--- src/rtl/approx_mult_pkg.sv ---
// Shared types and elaboration-time helpers for the approximate multiplier engine.
package approx_mult_pkg;

  typedef enum logic [3:0] {
    IDLE,
    ARM,
    RD_A,
    RD_B,
    CAP_B,
    NORM,
    MUL,
    DENORM,
    WR,
    DONE
  } ame_state_t;

  // Maximum normalisation shift: bits that may be discarded below the retained field.
  function automatic int calc_lim(input int data_w, input int trunc_w);
    return data_w - trunc_w;
  endfunction

  // Bits needed to hold any value in 0..max_val (at least one bit).
  function automatic int cnt_width(input int max_val);
    int w;
    w = 1;
    while ((1 << w) <= max_val) w++;
    return w;
  endfunction

endpackage

--- src/rtl/lead_one_normaliser.sv ---
// Left-shifts an operand until its MSB is set or the shift limit is reached,
// counting the shifts taken.
module lead_one_normaliser #(
  parameter int DATA_W = 16,
  parameter int LIM    = 8,
  parameter int CNT_W  = 4
) (
  input  logic              clk,
  input  logic              rst,
  input  logic              load,
  input  logic [DATA_W-1:0] load_val,
  input  logic              clr_cnt,
  input  logic              step,
  output logic [DATA_W-1:0] value,
  output logic [CNT_W-1:0]  count,
  output logic              done
);

  assign done = value[DATA_W-1] | (count == CNT_W'(LIM));

  // Operand shift register and shift count; steps only while not yet normalised.
  always_ff @(posedge clk or posedge rst) begin
    // NOTE: state is updated with non-blocking assignments so every flop samples pre-edge values.
    if (rst) begin
      value <= '0;
      count <= '0;
    end else if (load) begin
      value <= load_val;
      count <= '0;
    end else if (clr_cnt) begin
      count <= '0;
    end else if (step && !done) begin
      value <= value << 1;
      count <= count + 1'b1;
    end
  end

endmodule

--- src/rtl/approx_mult_engine.sv ---
// Sequences NUM_PAIRS operand pairs from the operand RAM through a truncated
// (or exact) multiply and writes each product to the result RAM.
module approx_mult_engine
  import approx_mult_pkg::*;
#(
  parameter int DATA_W    = 16,
  parameter int TRUNC_W   = 8,
  parameter int NUM_PAIRS = 8,
  parameter int ADDR_W    = 5
) (
  input  logic                clk,
  input  logic                rst,
  input  logic                start,
  input  logic                mode,
  output logic                rd_en,
  output logic [ADDR_W-1:0]   rd_addr,
  input  logic [DATA_W-1:0]   rd_data,
  output logic                wr_en,
  output logic [ADDR_W-1:0]   wr_addr,
  output logic [2*DATA_W-1:0] wr_data,
  output logic                busy,
  output logic                done,
  output logic [ADDR_W-1:0]   pair_cnt
);

  localparam int LIM = calc_lim(DATA_W, TRUNC_W);
  localparam int S_W = cnt_width(LIM);
  localparam int D_W = cnt_width(2 * LIM);
  localparam int P_W = 2 * DATA_W;

  ame_state_t state, state_nx;

  logic                 mode_q;
  logic [P_W-1:0]       prod;
  logic [D_W-1:0]       d_cnt;
  logic [D_W-1:0]       d_calc;
  logic [DATA_W-1:0]    a_val, b_val;
  logic [S_W-1:0]       s_a, s_b;
  logic                 a_done, b_done;
  logic                 ld_a, ld_b, clr_s, norm_step;
  logic [TRUNC_W-1:0]   a_top, b_top;
  logic [2*TRUNC_W-1:0] prod_trunc;
  logic [P_W-1:0]       prod_exact;

  // A lands in RD_B, B in CAP_B; CAP_B also clears A's count so both start from zero.
  assign ld_a      = (state == RD_B);
  assign ld_b      = (state == CAP_B);
  assign clr_s     = (state == CAP_B);
  assign norm_step = (state == NORM);

  lead_one_normaliser #(
    .DATA_W (DATA_W),
    .LIM    (LIM),
    .CNT_W  (S_W)
  ) u_norm_a (
    .clk      (clk),
    .rst      (rst),
    .load     (ld_a),
    .load_val (rd_data),
    .clr_cnt  (clr_s),
    .step     (norm_step),
    .value    (a_val),
    .count    (s_a),
    .done     (a_done)
  );

  lead_one_normaliser #(
    .DATA_W (DATA_W),
    .LIM    (LIM),
    .CNT_W  (S_W)
  ) u_norm_b (
    .clk      (clk),
    .rst      (rst),
    .load     (ld_b),
    .load_val (rd_data),
    .clr_cnt  (1'b0),
    .step     (norm_step),
    .value    (b_val),
    .count    (s_b),
    .done     (b_done)
  );

  assign a_top      = a_val[DATA_W-1 -: TRUNC_W];
  assign b_top      = b_val[DATA_W-1 -: TRUNC_W];
  assign prod_trunc = a_top * b_top;
  assign prod_exact = a_val * b_val;
  assign d_calc     = D_W'(2 * LIM) - D_W'(s_a) - D_W'(s_b);

  assign rd_addr = (pair_cnt << 1) | ADDR_W'(state == RD_B);
  assign wr_addr = pair_cnt;
  assign wr_data = prod;
  assign busy    = (state != IDLE);

  // State register.
  always_ff @(posedge clk or posedge rst) begin
    if (rst) state <= IDLE;
    else     state <= state_nx;
  end

  // Next-state decode.
  always_comb begin
    // NOTE: default assigned first so no path leaves state_nx unassigned (no latch).
    state_nx = state;
    case (state)
      IDLE:   if (start) state_nx = ARM;
      ARM:    if (!start) state_nx = RD_A;
      RD_A:   state_nx = RD_B;
      RD_B:   state_nx = CAP_B;
      CAP_B:  state_nx = mode_q ? MUL : NORM;
      NORM:   if (a_done && b_done) state_nx = MUL;
      MUL: begin
        if (mode_q || d_calc == '0) state_nx = WR;
        else                        state_nx = DENORM;
      end
      DENORM: if (d_cnt == D_W'(1)) state_nx = WR;
      WR:     state_nx = (pair_cnt == ADDR_W'(NUM_PAIRS - 1)) ? DONE : RD_A;
      DONE:   state_nx = IDLE;
      default: state_nx = IDLE;
    endcase
  end

  // Registered Moore strobes, mode latch, pair counter and product datapath.
  always_ff @(posedge clk or posedge rst) begin
    if (rst) begin
      rd_en    <= 1'b0;
      wr_en    <= 1'b0;
      done     <= 1'b0;
      mode_q   <= 1'b0;
      pair_cnt <= '0;
      prod     <= '0;
      d_cnt    <= '0;
    end else begin
      rd_en <= (state_nx == RD_A) || (state_nx == RD_B);
      wr_en <= (state_nx == WR);
      done  <= (state_nx == DONE);

      if (state == IDLE && start) mode_q <= mode;

      if (state == ARM && state_nx == RD_A)     pair_cnt <= '0;
      else if (state == WR && state_nx == RD_A) pair_cnt <= pair_cnt + 1'b1;

      if (state == MUL) begin
        prod  <= mode_q ? prod_exact : P_W'(prod_trunc);
        d_cnt <= mode_q ? '0 : d_calc;
      end else if (state == DENORM) begin
        prod  <= prod << 1;
        d_cnt <= d_cnt - 1'b1;
      end
    end
  end

endmodule

--- config.mk ---
export PLATFORM = sky130hd
export DESIGN_NAME = approx_mult_engine
export DESIGN_NICKNAME = d
export VERILOG_FILES = /design/src/rtl/approx_mult_pkg.sv /design/src/rtl/lead_one_normaliser.sv /design/src/rtl/approx_mult_engine.sv
export SDC_FILE = /design/constraint.sdc
export NUM_CORES = 1
export LEC_CHECK = 0
export BUFFER_PORTS_ARGS = -buffer_cell sky130_fd_sc_hd__buf_4
export CAP_MARGIN = 10
export CORE_MARGIN = 5
export CORE_UTILIZATION = 30
export CTS_CLUSTER_SIZE = 12
export DETAILED_ROUTE_END_ITERATION = 7
export PLACE_DENSITY = 0.53
export SYNTH_ARGS = -nofsm -noshare
export SYNTH_HDL_FRONTEND = slang
export SYNTH_SLANG_ARGS = --single-unit
--- constraint.sdc ---
create_clock -name clk -period 16.44 [get_ports clk]
set_input_delay 3.288 -clock clk [delete_from_list [all_inputs] [get_ports clk]]
set_output_delay 3.288 -clock clk [all_outputs]
set_load 0.02 [all_outputs]
# --- After elaboration in Yosys (flattened, before gate mapping) ---
# Index checks and enable logic that the tools add are counted.
op_classes:
  n_mul: 2
  eq_ne: 17
  mux: 26
  reduce_logical: 19
  bitwise_logic: 3
  addsub: 6
op_table:
  columns: ["op", "count"]
  rows:
  - ["32-bit two-way mux", 3]
  - ["16-bit two-way mux", 5]
  - ["4-bit two-way mux", 11]
  - ["4-bit case mux with 9 select lines", 1]
  - ["16-bit by 16-bit multiplier with 32-bit output", 1]
  - ["5-bit two-way mux", 5]
  - ["4-bit == test, second input constant", 5]
  - ["4-bit by 2-bit == test with 1-bit output, second input constant", 4]
  - ["4-bit by 3-bit == test with 1-bit output, second input constant", 4]
  - ["8-bit by 8-bit multiplier with 16-bit output", 1]
  - ["4-bit by 1-bit adder with 4-bit output, second input constant", 2]
  - ["2-bit nonzero test", 4]
  - ["1-bit logical AND", 6]
  - ["5-bit by 1-bit adder with 5-bit output, second input constant", 1]
  - ["5-bit by 1-bit == test with 1-bit output, second input constant", 1]
  - ["5-bit by 3-bit == test with 1-bit output, second input constant", 1]
  - ["5-bit logical NOT", 1]
  - ["5-bit by 1-bit OR with 5-bit output", 1]
  - ["5-bit by 1-bit subtractor with 5-bit output, second input constant", 1]
  - ["5-bit by 4-bit subtractor with 5-bit output", 1]
  - ["5-bit by 4-bit subtractor with 5-bit output, first input constant", 1]
  - ["4-bit by 1-bit == test with 1-bit output, second input constant", 1]
  - ["4-bit logical NOT", 1]
  - ["4-bit nonzero test", 1]
  - ["other kinds (7)", 10]
word_totals:
  in_bits: 20
  out_inout_bits: 51
  word_cells: 85
  regBits: 90

# --- Logic depth before layout (Yosys ltp) ---
# Gate-level depths: netlist (run 1).
logic_depth:
  depth_word: 10
  ltp_mapped: 23
  ltp_nobuf: 20

# --- Hierarchy ---
# Synthesis (run 1) repeated with hierarchy kept, for this count alone.
unflattened:
  hier_cells: 1688
  hier_area_um2: 14876.8
by_module_without_submodules:
  columns: ["mod", "area_each_um2", "instances", "cells_each"]
  rows:
  - ["approx_mult_engine", 12682.2, 1, 1482]
  - ["lead_one_normaliser", 1097.3, 2, 103]

# --- Least setup slack after synthesis (run 1) ---
# No wires, ideal clock.
synth_path:
  kind: "register -> register"
  start: "reg u_norm_b.value[8]"
  end: "reg prod[26] (netlist: wr_data[26])"
  t_arrival_ps: 5555
  n_path_buf: 3
  setup_ps: 122
  path_slack_ps: 10763
  stages_incl_launch_ff: 22
  required_ps: 16318
  cell_sequence: "dfrtp_1 -> clkbuf_1 -> clkbuf_1 -> nand2_1 -> fa_1 -> fa_1 -> inv_1 -> fa_1 -> fa_1 -> fa_1 -> inv_1 -> fa_1 -> inv_1 -> ha_1 -> buf_2 -> nand4_2 -> or2_2 -> nor3b_1 -> o21ai_1 -> a21oi_1 -> mux2i_1 -> nand2_1"
synth_via:
  elab_chain_len: 3
synth_lines:
  columns: ["item", "line", "rtl"]
  rows:
  - ["start: declaration", "lead_one_normaliser.sv:14", "output logic [DATA_W-1:0] value,"]
  - ["start signal: assignment", "lead_one_normaliser.sv:28", "value <= load_val;"]
  - ["start signal: assignment", "lead_one_normaliser.sv:33", "value <= value << 1;"]
  - ["16-bit by 16-bit multiplier with 32-bit output", "approx_mult_engine.sv:86", "assign prod_exact = a_val * b_val;"]
  - ["32-bit two-way mux", "approx_mult_engine.sv:143", "prod <= mode_q ? prod_exact : P_W'(prod_trunc);"]
  - ["32-bit two-way mux", "approx_mult_engine.sv:142", "if (state == MUL) begin"]
  - ["end signal: assignment", "approx_mult_engine.sv:143", null]
  - ["end signal: assignment", "approx_mult_engine.sv:146", "prod <= prod << 1;"]
  - ["end: declaration", "approx_mult_engine.sv:34", "logic [P_W-1:0] prod;"]
# Every way passes these cells.
# A chain may end at the register's enable or synchronous reset.

# --- Worst setup path in the final report (run 1) ---
layout_path:
  start: "reg u_norm_b.value[9]"
  end: "reg prod[28] (netlist: wr_data[28])"
# The elaborated chain is that of the path after synthesis.

==> flow_metrics.tcl, run 1 <==
set metrics [dict create \
    outcome "completed" \
    synth_top_area_share_pct 29.50 \
    clkSinkCount 90 \
    wl_per_cell_um 18.04 \
    synthMostInstantiatedCell "inv_1" \
    crit_slowest_cell "dfrtp_1" \
    clkTransAtPathRegs_ns 0.08 \
    criticalPathCategory "register to register" \
    routed_wirelength_um 41020 \
    first_iter_violations 586 \
    max_freq_mhz 151.6 \
    layout.nets 2026 \
    post_route_setup_tns_ns 0 \
    cp_slowest_stage_delay_ns 0.87 \
    initial_utilization_pct 30.35 \
    grt_max_degree 59 \
    rsz0062_at_grt "false" \
    buffer_ports.inserted 70 \
    critical_path_required_ns 16.70 \
    yosys-top-cells-count "inv_1, nand2_1, fa_1" \
    critical_path.most_common_cell "fa_1" \
    ys_types 70 \
    ioPinCount 71 \
    max-cap-violations 0 \
    synth_sequential_area_ratio_pct 15.51 \
    fp.dieH_um 230.0 \
    tritoncts_clock_tree "yes" \
    globalplace.congestion 0.8887 \
    core_area_sq_mm 0.04785 \
    timing.critical_path.cells "and2_1 -> inv_1 -> fa_1 -> fa_1 -> inv_1 -> fa_1 -> fa_1 -> fa_1 -> inv_1 -> fa_1 -> inv_1 -> ha_1 -> a21oi_1 -> o221a_2 -> o21bai_1 -> a311oi_1 -> o41ai_2 -> xnor2_1 -> o21ai_1" \
    synthDominantAreaCellType "fa_1" \
    measured_slew_at_the_worst_slew_check_pin_ns 1.039 \
    chipWidth_um 230.0 \
    groute.layer.met3.usage_pct 2.381 \
    crit_path_start_kind "register" \
    grt_util_met2_pct 25.67 \
    grt_busiest_layer "met2" \
    worst_slew_margin_rel_pct 29.72 \
    number_of_enable_type_register_cells_in_the_synthesized_netlist 0 \
    synthToLayoutAreaGrowth_pct 8.522 \
    postCtsHoldBufs 0 \
    rows 80 \
    post-route-drc-count 0 \
    synth-seq-cells 90 \
    groute.layer.met1.usage_pct 22.87 \
    fin_crit_sh_pct 40.13 \
    mappedNetlistArea_sq_mm 0.01452 \
    timing_hold_violations_final 0 \
    cts_max_path_buffers 2 \
    post-cts-setup-buffer-count 0 \
    worstSkewPairLatency_ns 0.39 \
    cts_root_buffer "clkbuf_16" \
    antenna_found_initial 0 \
    synth.yosys.warnings 0 \
    grt_pass1_wl_um 67770 \
    drive_above_1_share_pct 6.755 \
    cts_resized 0 \
    numCtsBuffers 9 \
    timing.final.max_slew_violations 0 \
    element_type_at_the_critical_path_end "register" \
    worstHoldPathType "register to register" \
    number_of_endpoints_failing_setup_at_the_final_stage 0 \
    syn-instance-count 1655 \
    route.vias.total 11103 \
    dp.final_hpwl_um 32430 \
    globalRouteTotalUtil_pct 16.02 \
    synth.avg_cell_area_sq_um 8.774 \
    crit_path_max_fanout 18 \
    worst_path_dominant_cell_family "adder cells" \
    timing.critical_path.buf_inv 4 \
    flip_flop_cell_with_the_highest_count_after_synthesis "dfrtp_1" \
    ant_nets 0 \
    routed_via_density 4.883 \
    worst_clock_skew_ns 0.01979 \
    cts-htree-levels 3 \
    die_area_sq_mm 0.05290 \
    postSynthNetCount 2028 \
    synth_area_leaders "fa_1, dfrtp_1, ha_1" \
    grt_pass1_vias 12037 \
    first_pass_iters 5 \
    total_congestion_overflow 0 \
    cp_data_arrival_time_ns 6.86 \
    fin_crit_ns 6.597 \
    ys_async_sr_fraction_pct 100.0 \
]
through the flow:
stage          instance area, sq um  setup slack, ns  std cells  hold slack (ns)  utilization, %
4_1_cts                       15760            9.864       2273           0.5209           32.93
3_5_place_dp                  15450            9.881       2257           0.5037           32.30
2_1_floorplan                 14520            10.76       1655           0.4938               -
3_3_place_gp                  15450            9.857       2257           0.4938           32.30
6_report                      15760            9.843       2274           0.5191           32.94
5_1_grt                       15760            9.538       2273           0.5603           32.93
worst reg2reg max path, delay by kind of cell (launching register included):
family / cells / cell delay, ns
flops: 1 / 0.87
buf+inv: 4 / 0.24
simple gates: 1 / 0.27
xor+xnor: 1 / 0.23
fa+ha+maj: 7 / 3.42
compound gates: 6 / 1.48
kinds of logic after synthesis:
kind of cell | share of synthesized area (%)
DFF | 15.51
and+or+nand+nor | 16.24
AOI/OAI and AO/OA | 10.29
xor gates and xnor gates | 2.714
muxes | 2.766
adders and majority gates | 41.48
buffers and inverters | 11.00
registers in the layout (all words and copies together) (netlist names):
| name | count |
|---|---|
| state | 4 |
| u_norm_b.count | 4 |
| wr_en | 1 |
| done | 1 |
| d_cnt | 5 |
| mode_q | 1 |
| u_norm_a.count | 4 |
| u_norm_b.value | 16 |
| rd_en | 1 |
| pair_cnt | 5 |
| wr_data | 32 |
| u_norm_a.value | 16 |
cell type report:
class                   count  area, sq um
fillers                  5061        32090
inverters                 309         1161
clock buffers              10        229.0
diodes                      1        2.502
multi-input cells        1165        10690
flip-flops and latches     90         2252
well taps                 615        769.5
clock inverters             6        72.57
repair buffers             78        585.6
routing by layer:
metal,up-vias,part of all wire [%]
li1,5190,-
met1,5603,47
met2,261,46
met3,49,4.9
met4,0,2.1
met5,-,0
layout by cell type (no fill, tap or decap), types with 6 or more instances in the layout:
cell	netlist	routed
inv_1	309	308
nand2_1	226	226
fa_1	214	214
ha_1	139	139
and2_1	125	125
dfrtp_1	90	90
o21ai_0	84	84
buf_4	11	78
a21oi_1	55	55
nor2_1	49	49
mux2i_1	39	39
xnor2_1	34	34
nor3_1	15	14
a211oi_1	13	13
and3_1	13	13
xor2_1	11	11
nor2b_1	11	9
nand4_1	9	9
o21a_1	9	9
nand3_1	9	9
clkbuf_16	0	9
a21o_1	8	8
a31oi_1	7	7
nand2b_1	7	7
o22ai_1	7	7
o211ai_1	6	6
o21ai_1	6	6
final timing paths:
| check | cells past startpoint | to | startpoint | slack, ns |
|---|---|---|---|---|
| max | 19 | wr_data[28]$_DFFE_PP0P_ | u_norm_b.value[9]$_DFFE_PP0P_ | 9.84 |
| min | 2 | wr_data[6]$_DFFE_PP0P_ | wr_data[6]$_DFFE_PP0P_ | 0.52 |
| max reg2reg | 19 | wr_data[28]$_DFFE_PP0P_ | u_norm_b.value[9]$_DFFE_PP0P_ | 9.84 |
| min reg2reg | 2 | wr_data[6]$_DFFE_PP0P_ | wr_data[6]$_DFFE_PP0P_ | 0.52 |
| max in group asynchronous | 3 | wr_data[29]$_DFFE_PP0P_ | rst | 12.24 |
| min in group asynchronous | 2 | u_norm_a.value[15]$_DFFE_PP0P_ | rst | 2.98 |
Power of run 1 is not shown: default switching activity piles up to over one toggle a cycle in this logic, so the estimate is an artifact.
==> inputs of run 2 (changes only) <==
- PLACE_DENSITY: 0.53 -> 0.54
- clock period: 16.44 -> 5.5 ns (I/O delays scaled with it)
==> run 2 against run 1 <==
The run now ends with setup timing left. Die area unchanged. Clock skew decreased by 0.0054 ns. Cell count increased by 7.7%. Register-to-register slack got worse by 10 ns.
==> flow_metrics.tcl, run 2 (synthesized netlist as in run 1, its figures left out) <==
set metrics [dict create \
    rsz0062_at_grt "true" \
    crit_slowest_cell "fa_1" \
    drive_above_1_share_pct 24.17 \
    post_route_setup_tns_ns -0.6260 \
    grt_pass1_wl_um 69380 \
    crit_path_start_kind "register" \
    clkTransAtPathRegs_ns 0.08 \
    wl_met1_um 19940 \
    antenna_found_initial 0 \
    timing.critical_path.cells "buf_12 -> and2_4 -> fa_1 -> inv_1 -> fa_1 -> fa_1 -> inv_2 -> fa_1 -> fa_1 -> inv_1 -> fa_1 -> inv_2 -> ha_4 -> o21a_1 -> o211ai_1 -> buf_4 -> a21oi_2 -> a311o_1 -> buf_4 -> nand2_2 -> o211ai_1" \
    synthToLayoutAreaGrowth_pct 24.36 \
    post-route-drc-count 0 \
    grt_pass1_vias 12437 \
    criticalPathCategory "register to register" \
    outcome "complete, but fails checks" \
    timing.final.max_slew_violations 0 \
    timing.critical_path.buf_inv 7 \
    violations "setup timing" \
    layout.nets 2201 \
    cp_data_arrival_time_ns 5.88 \
    postCtsHoldBufs 0 \
    dp.final_hpwl_um 33770 \
    layout.cells.most_common_list "inv_1, buf_4, nand2_1, fa_1, ha_1" \
    total_congestion_overflow 0 \
    worst_clock_skew_ns 0.01441 \
    buffer_ports.inserted 70 \
    route.vias.total 11806 \
    first_pass_iters 5 \
    worstHoldPathType "register to register" \
    timing_hold_violations_final 0 \
    fin_crit_ns 5.628 \
    grt_max_degree 59 \
    routed_wirelength_um 42490 \
    initial_utilization_pct 30.35 \
    globalplace.congestion 0.8508 \
    fin_crit_sh_pct 102.3 \
    ant_nets 0 \
    measured_slew_at_the_worst_slew_check_pin_ns 1.055 \
    largest_register_ff_count 32 \
    cts-htree-levels 3 \
    first_iter_violations 626 \
    clkSinkCount 90 \
    highest_layer "met4" \
    numCtsBuffers 9 \
    worst_slew_margin_rel_pct 28.68 \
    crit_path_max_fanout 6 \
    globalRouteTotalUtil_pct 16.29 \
    fp.dieH_um 230.0 \
    critical_path.most_common_cell "fa_1" \
    max-cap-violations 0 \
    wl_met2_um 19380 \
    cts_max_path_buffers 2 \
    rows 80 \
    fillerInstances 4805 \
    chipWidth_um 230.0 \
    max_freq_mhz 177.7 \
    number_of_endpoints_failing_setup_at_the_final_stage 10 \
    critical_path_required_ns 5.75 \
    layout_commonest_cell "inv_1" \
    worst_slack_ns -0.1282 \
    cts_root_buffer "clkbuf_16" \
    met3WireLength_um 2154 \
    tritoncts_clock_tree "yes" \
    die_area_sq_mm 0.05290 \
    wl_per_cell_um 17.35 \
    worstSkewPairLatency_ns 0.39 \
    element_type_at_the_critical_path_end "register" \
    ioPinCount 71 \
    core_area_sq_mm 0.04785 \
    routed_via_density 4.821 \
    cp_slowest_stage_delay_ns 0.55 \
    worst_path_dominant_cell_family "adder cells" \
]
-- run 2: cell types whose count changed in the layout (fill, tap and decap cells not counted), moves of 16 or more --
cell,before,now
and2_1,125,106
and2_4,0,19
buf_4,78,222
buf_6,0,24
dfrtp_1,90,72
dfrtp_2,0,18
fa_1,214,198
fa_2,0,16
ha_1,139,121
inv_1,308,282
inv_2,0,26
-- run 2: cell type report --
type                            count  area [sq um]  area share, %
Antenna cell                        1         2.502        0.01386
Clock buffer                        9         225.2          1.247
Clock inverter                      7         83.83         0.4642
Inverter                          309          1161          6.430
Multi-Input combinational cell   1165         11460          63.49
Sequential cell                    90          2275          12.60
Tap cell                          615         769.5          4.261
Timing Repair Buffer              253          2077          11.50
-- run 2: repair_timing --
| item | CTS | global route |
|---|---|---|
| buffers inserted | 33 | 13 |
| pin swaps | 51 | 57 |
| gates resized for setup | 118 | 108 |
| setup endpoints to repair | 18 | 19 |
-- run 2: final timing paths --
check / to / startpoint / cells after the start / slack (ns)
setup / recovery: wr_data[31]$_DFFE_PP0P_ / u_norm_b.value[5]$_DFFE_PP0P_ / 21 / -0.13
hold / removal: wr_data[2]$_DFFE_PP0P_ / wr_data[2]$_DFFE_PP0P_ / 2 / 0.52
setup reg to reg: wr_data[31]$_DFFE_PP0P_ / u_norm_b.value[5]$_DFFE_PP0P_ / 21 / -0.13
hold reg to reg: wr_data[2]$_DFFE_PP0P_ / wr_data[2]$_DFFE_PP0P_ / 2 / 0.52
max in group asynchronous: d_cnt[4]$_DFFE_PP0P_ / rst / 3 / 3.48
min in group asynchronous: u_norm_b.value[1]$_DFFE_PP0P_ / rst / 2 / 0.80
-- run 2: worst min-delay path: stages (launching register included) --
cell and delay, ns:
dfrtp_1 0.37, nand2_1 0.05, o21ai_0 0.06
-- run 2: through the flow --
stage / util, % / cells / setup slack (ns) / instance area [sq um] / hold WS [ns]
after global routing: 37.74 / 2448 / -0.3003 / 18060 / 0.5447
final: 37.74 / 2449 / -0.1282 / 18060 / 0.5157
after CTS: 36.69 / 2436 / -0.1101 / 17550 / 0.5138
after floorplan: - / 1655 / -0.02340 / 14550 / 0.4938
after detailed placement: 34.45 / 2387 / -0.4285 / 16480 / 0.4951
after global placement: 34.45 / 2387 / -0.4303 / 16480 / 0.4942
-- run 2: layer usage --
layer / GRT usage [%] / vias up
met1: 23.08 / 5948
met2: 25.46 / 259
met4: 4.035 / 0
met3: 3.553 / 47
met5: 0 / -
li1: - / 5552
Power of run 2 is left out for the same reason.
==> inputs of run 3 (changes only) <==
- CORE_UTILIZATION: 30 -> 53
- CTS_CLUSTER_SIZE: 12 -> 30
- PLACE_DENSITY: 0.54 -> 0.81
- RECOVER_POWER: unset -> 50
==> run 3 against run 2 <==
The flow finishes with violations (capacitance limit, slew limit, setup timing). Cell count fell by 11%. Clock-buffer cell count rose by 2. Non-clock buffer count fell by 7. Design area fell by 4.8%. Routed wire length rose by 1.1%. Clock skew rose by 0.0039 ns. Flip-flop and latch count did not move. Register-to-register slack got worse by 0.12 ns. Critical path depth did not move. Sequential share of layout area rose by 0.66 points. Worst hold slack improved by 0.017 ns. Worst setup slack got worse by 0.12 ns. Critical path type unchanged. Largest cell class unchanged.
==> flow_metrics.tcl, run 3 (synthesized netlist as in run 1, its figures left out) <==
set metrics [dict create \
    cp_data_arrival_time_ns 5.97 \
    timing_hold_violations_final 0 \
    numCtsBuffers 9 \
    fin_crit_sh_pct 104.5 \
    initial_utilization_pct 53.88 \
    timing.critical_path.cells "buf_12 -> buf_8 -> and2_4 -> fa_1 -> inv_2 -> fa_1 -> fa_1 -> inv_1 -> fa_1 -> fa_1 -> inv_1 -> fa_1 -> inv_2 -> ha_4 -> o21ai_1 -> nand2b_1 -> o2111ai_1 -> o21a_2 -> o31a_4 -> xor2_2 -> o21ai_1" \
    antenna_found_initial 1 \
    cts-htree-levels 3 \
    layout_commonest_cell "inv_1" \
    rows 60 \
    grt_max_degree 53 \
    cts_root_buffer "clkbuf_16" \
    rsz0062_at_grt "true" \
    cp_slowest_stage_delay_ns 0.54 \
    whs_ns 0.5326 \
    die_area_sq_mm 0.03081 \
    layout.nets 2194 \
    worst_clock_skew_ns 0.01831 \
    worst_slew_margin_rel_pct -30.70 \
    crit_path_start_kind "register" \
    criticalPathCategory "register to register" \
    worst_slack_ns -0.2460 \
    crit_path_max_fanout 7 \
    ant_nets 0 \
    worst_path_dominant_cell_family "adder cells" \
    globalRouteTotalUtil_pct 28.29 \
    ioPinCount 71 \
    worstHoldPathType "register to register" \
    number_of_endpoints_failing_setup_at_the_final_stage 18 \
    route.vias.total 12624 \
    chipWidth_um 175.5 \
    cell_count_of_the_worst_reg_to_reg_path 21 \
    core_area_sq_mm 0.02695 \
    clkSinkCount 90 \
    dp.final_hpwl_um 31390 \
    post_route_setup_tns_ns -2.353 \
    outcome "complete, but fails checks" \
    buffer_ports.inserted 70 \
    fillerInstances 2016 \
    largest_register_ff_count 32 \
    r2r_setup_slack_ns -0.25 \
    tritoncts_clock_tree "yes" \
    clkTransAtPathRegs_ns 0.08 \
    total_congestion_overflow 0 \
    grt_pass1_wl_um 69890 \
    measured_slew_at_the_worst_slew_check_pin_ns 1.950 \
    routed_wirelength_um 42950 \
    crit_slowest_cell "fa_1" \
    critical_path.most_common_cell "fa_1" \
    worst_setup_path_startpoint "u_norm_a.value[9]$_DFFE_PP0P_" \
    first_iter_violations 1168 \
    multi_input_area_sq_mm 0.01126 \
    grt_pass1_vias 13634 \
    fp.dieH_um 175.5 \
    globalplace.congestion 0.9496 \
    worst-path-stages 21 \
    wl_per_cell_um 19.81 \
    max-cap-violations 4 \
    drive_above_1_share_pct 19.88 \
    timing.final.max_slew_violations 141 \
    postCtsHoldBufs 0 \
    critical_path_required_ns 5.73 \
    timing.critical_path.buf_inv 6 \
    synthToLayoutAreaGrowth_pct 18.40 \
    element_type_at_the_critical_path_end "register" \
    register_cell_area_after_layout_sq_mm 0.002280 \
    routed_via_density 5.823 \
    violations "capacitance limit, slew limit, setup timing" \
    max_freq_mhz 174.0 \
    layout.cells.most_common_list "inv_1, nand2_1, fa_1, buf_4, ha_1" \
    post-route-drc-count 0 \
    ff_to_ff_start "u_norm_a.value[9]$_DFFE_PP0P_" \
    crit-reg2reg-capture "wr_data[24]$_DFFE_PP0P_" \
    fin_crit_ns 5.746 \
    worstSkewPairLatency_ns 0.37 \
    cts_max_path_buffers 2 \
    first_pass_iters 5 \
    cp-endpoint "wr_data[24]$_DFFE_PP0P_" \
]
## run 3: changes by cell type in the layout (fill, tap and decap cells not counted), sizes merged
cell / change
inv: -3
clkbuf: +49
clkinv: +1
buf: -54
clkinvlp: +1
bufinv: -1
## run 3: worst min-delay path by stage
stage | start | endpoint | cells past startpoint
2_1_floorplan | d_cnt[4]$_DFFE_PP0P_ | d_cnt[4]$_DFFE_PP0P_ | 2
3_3_place_gp | wr_data[11]$_DFFE_PP0P_ | wr_data[11]$_DFFE_PP0P_ | 2
5_1_grt | wr_data[9]$_DFFE_PP0P_ | wr_data[9]$_DFFE_PP0P_ | 2
3_5_place_dp | wr_data[1]$_DFFE_PP0P_ | wr_data[1]$_DFFE_PP0P_ | 2
4_1_cts | wr_data[1]$_DFFE_PP0P_ | wr_data[1]$_DFFE_PP0P_ | 2
6_report | wr_data[9]$_DFFE_PP0P_ | wr_data[9]$_DFFE_PP0P_ | 2
## run 3: repair_timing
item / CTS / global route
gates resized for setup: 128 / 46
cloned: 0 / 0
buffers inserted: 28 / 7
setup endpoints to repair: 19 / 19
pin swaps: 66 / 26
## run 3: area by class of cell
type                       count  share of cell area, %
clock buffer                  11                  1.412
multi-input combinational   1165                  65.47
timing repair buffer         246                  10.40
sequential                    90                  13.26
inverter                     309                  6.754
clock inverter                 5                 0.2110
tap                          341                  2.482
antenna                        1                0.01456
## run 3: metrics by stage
| step | cell area (sq um) | util [%] | setup WS (ns) | instances |
|---|---|---|---|---|
| 2_1_floorplan | 14550 | - | -0.02340 | 1655 |
| 3_3_place_gp | 16140 | 59.88 | -0.2678 | 2117 |
| 3_5_place_dp | 16140 | 59.88 | -0.3673 | 2117 |
| 4_1_cts | 17170 | 63.72 | -0.09247 | 2160 |
| 5_1_grt | 17190 | 63.79 | -0.3587 | 2168 |
| 6_report | 17190 | 63.79 | -0.2460 | 2168 |
## run 3: per-layer routing
metal	wire, um	GRT usage, %	up-vias
met1	16580	35.83	6244
met4	2369	13.16	2
li1	-	-	5526
met2	20360	46.52	673
met5	33	0.8013	-
met3	3607	6.177	179
## run 3: worst min-delay path: stages, from the launching register on
cell and delay, ns:
dfrtp_1 0.38, nand2_1 0.05, o21ai_0 0.07
Power of run 3 is left out for the same reason.
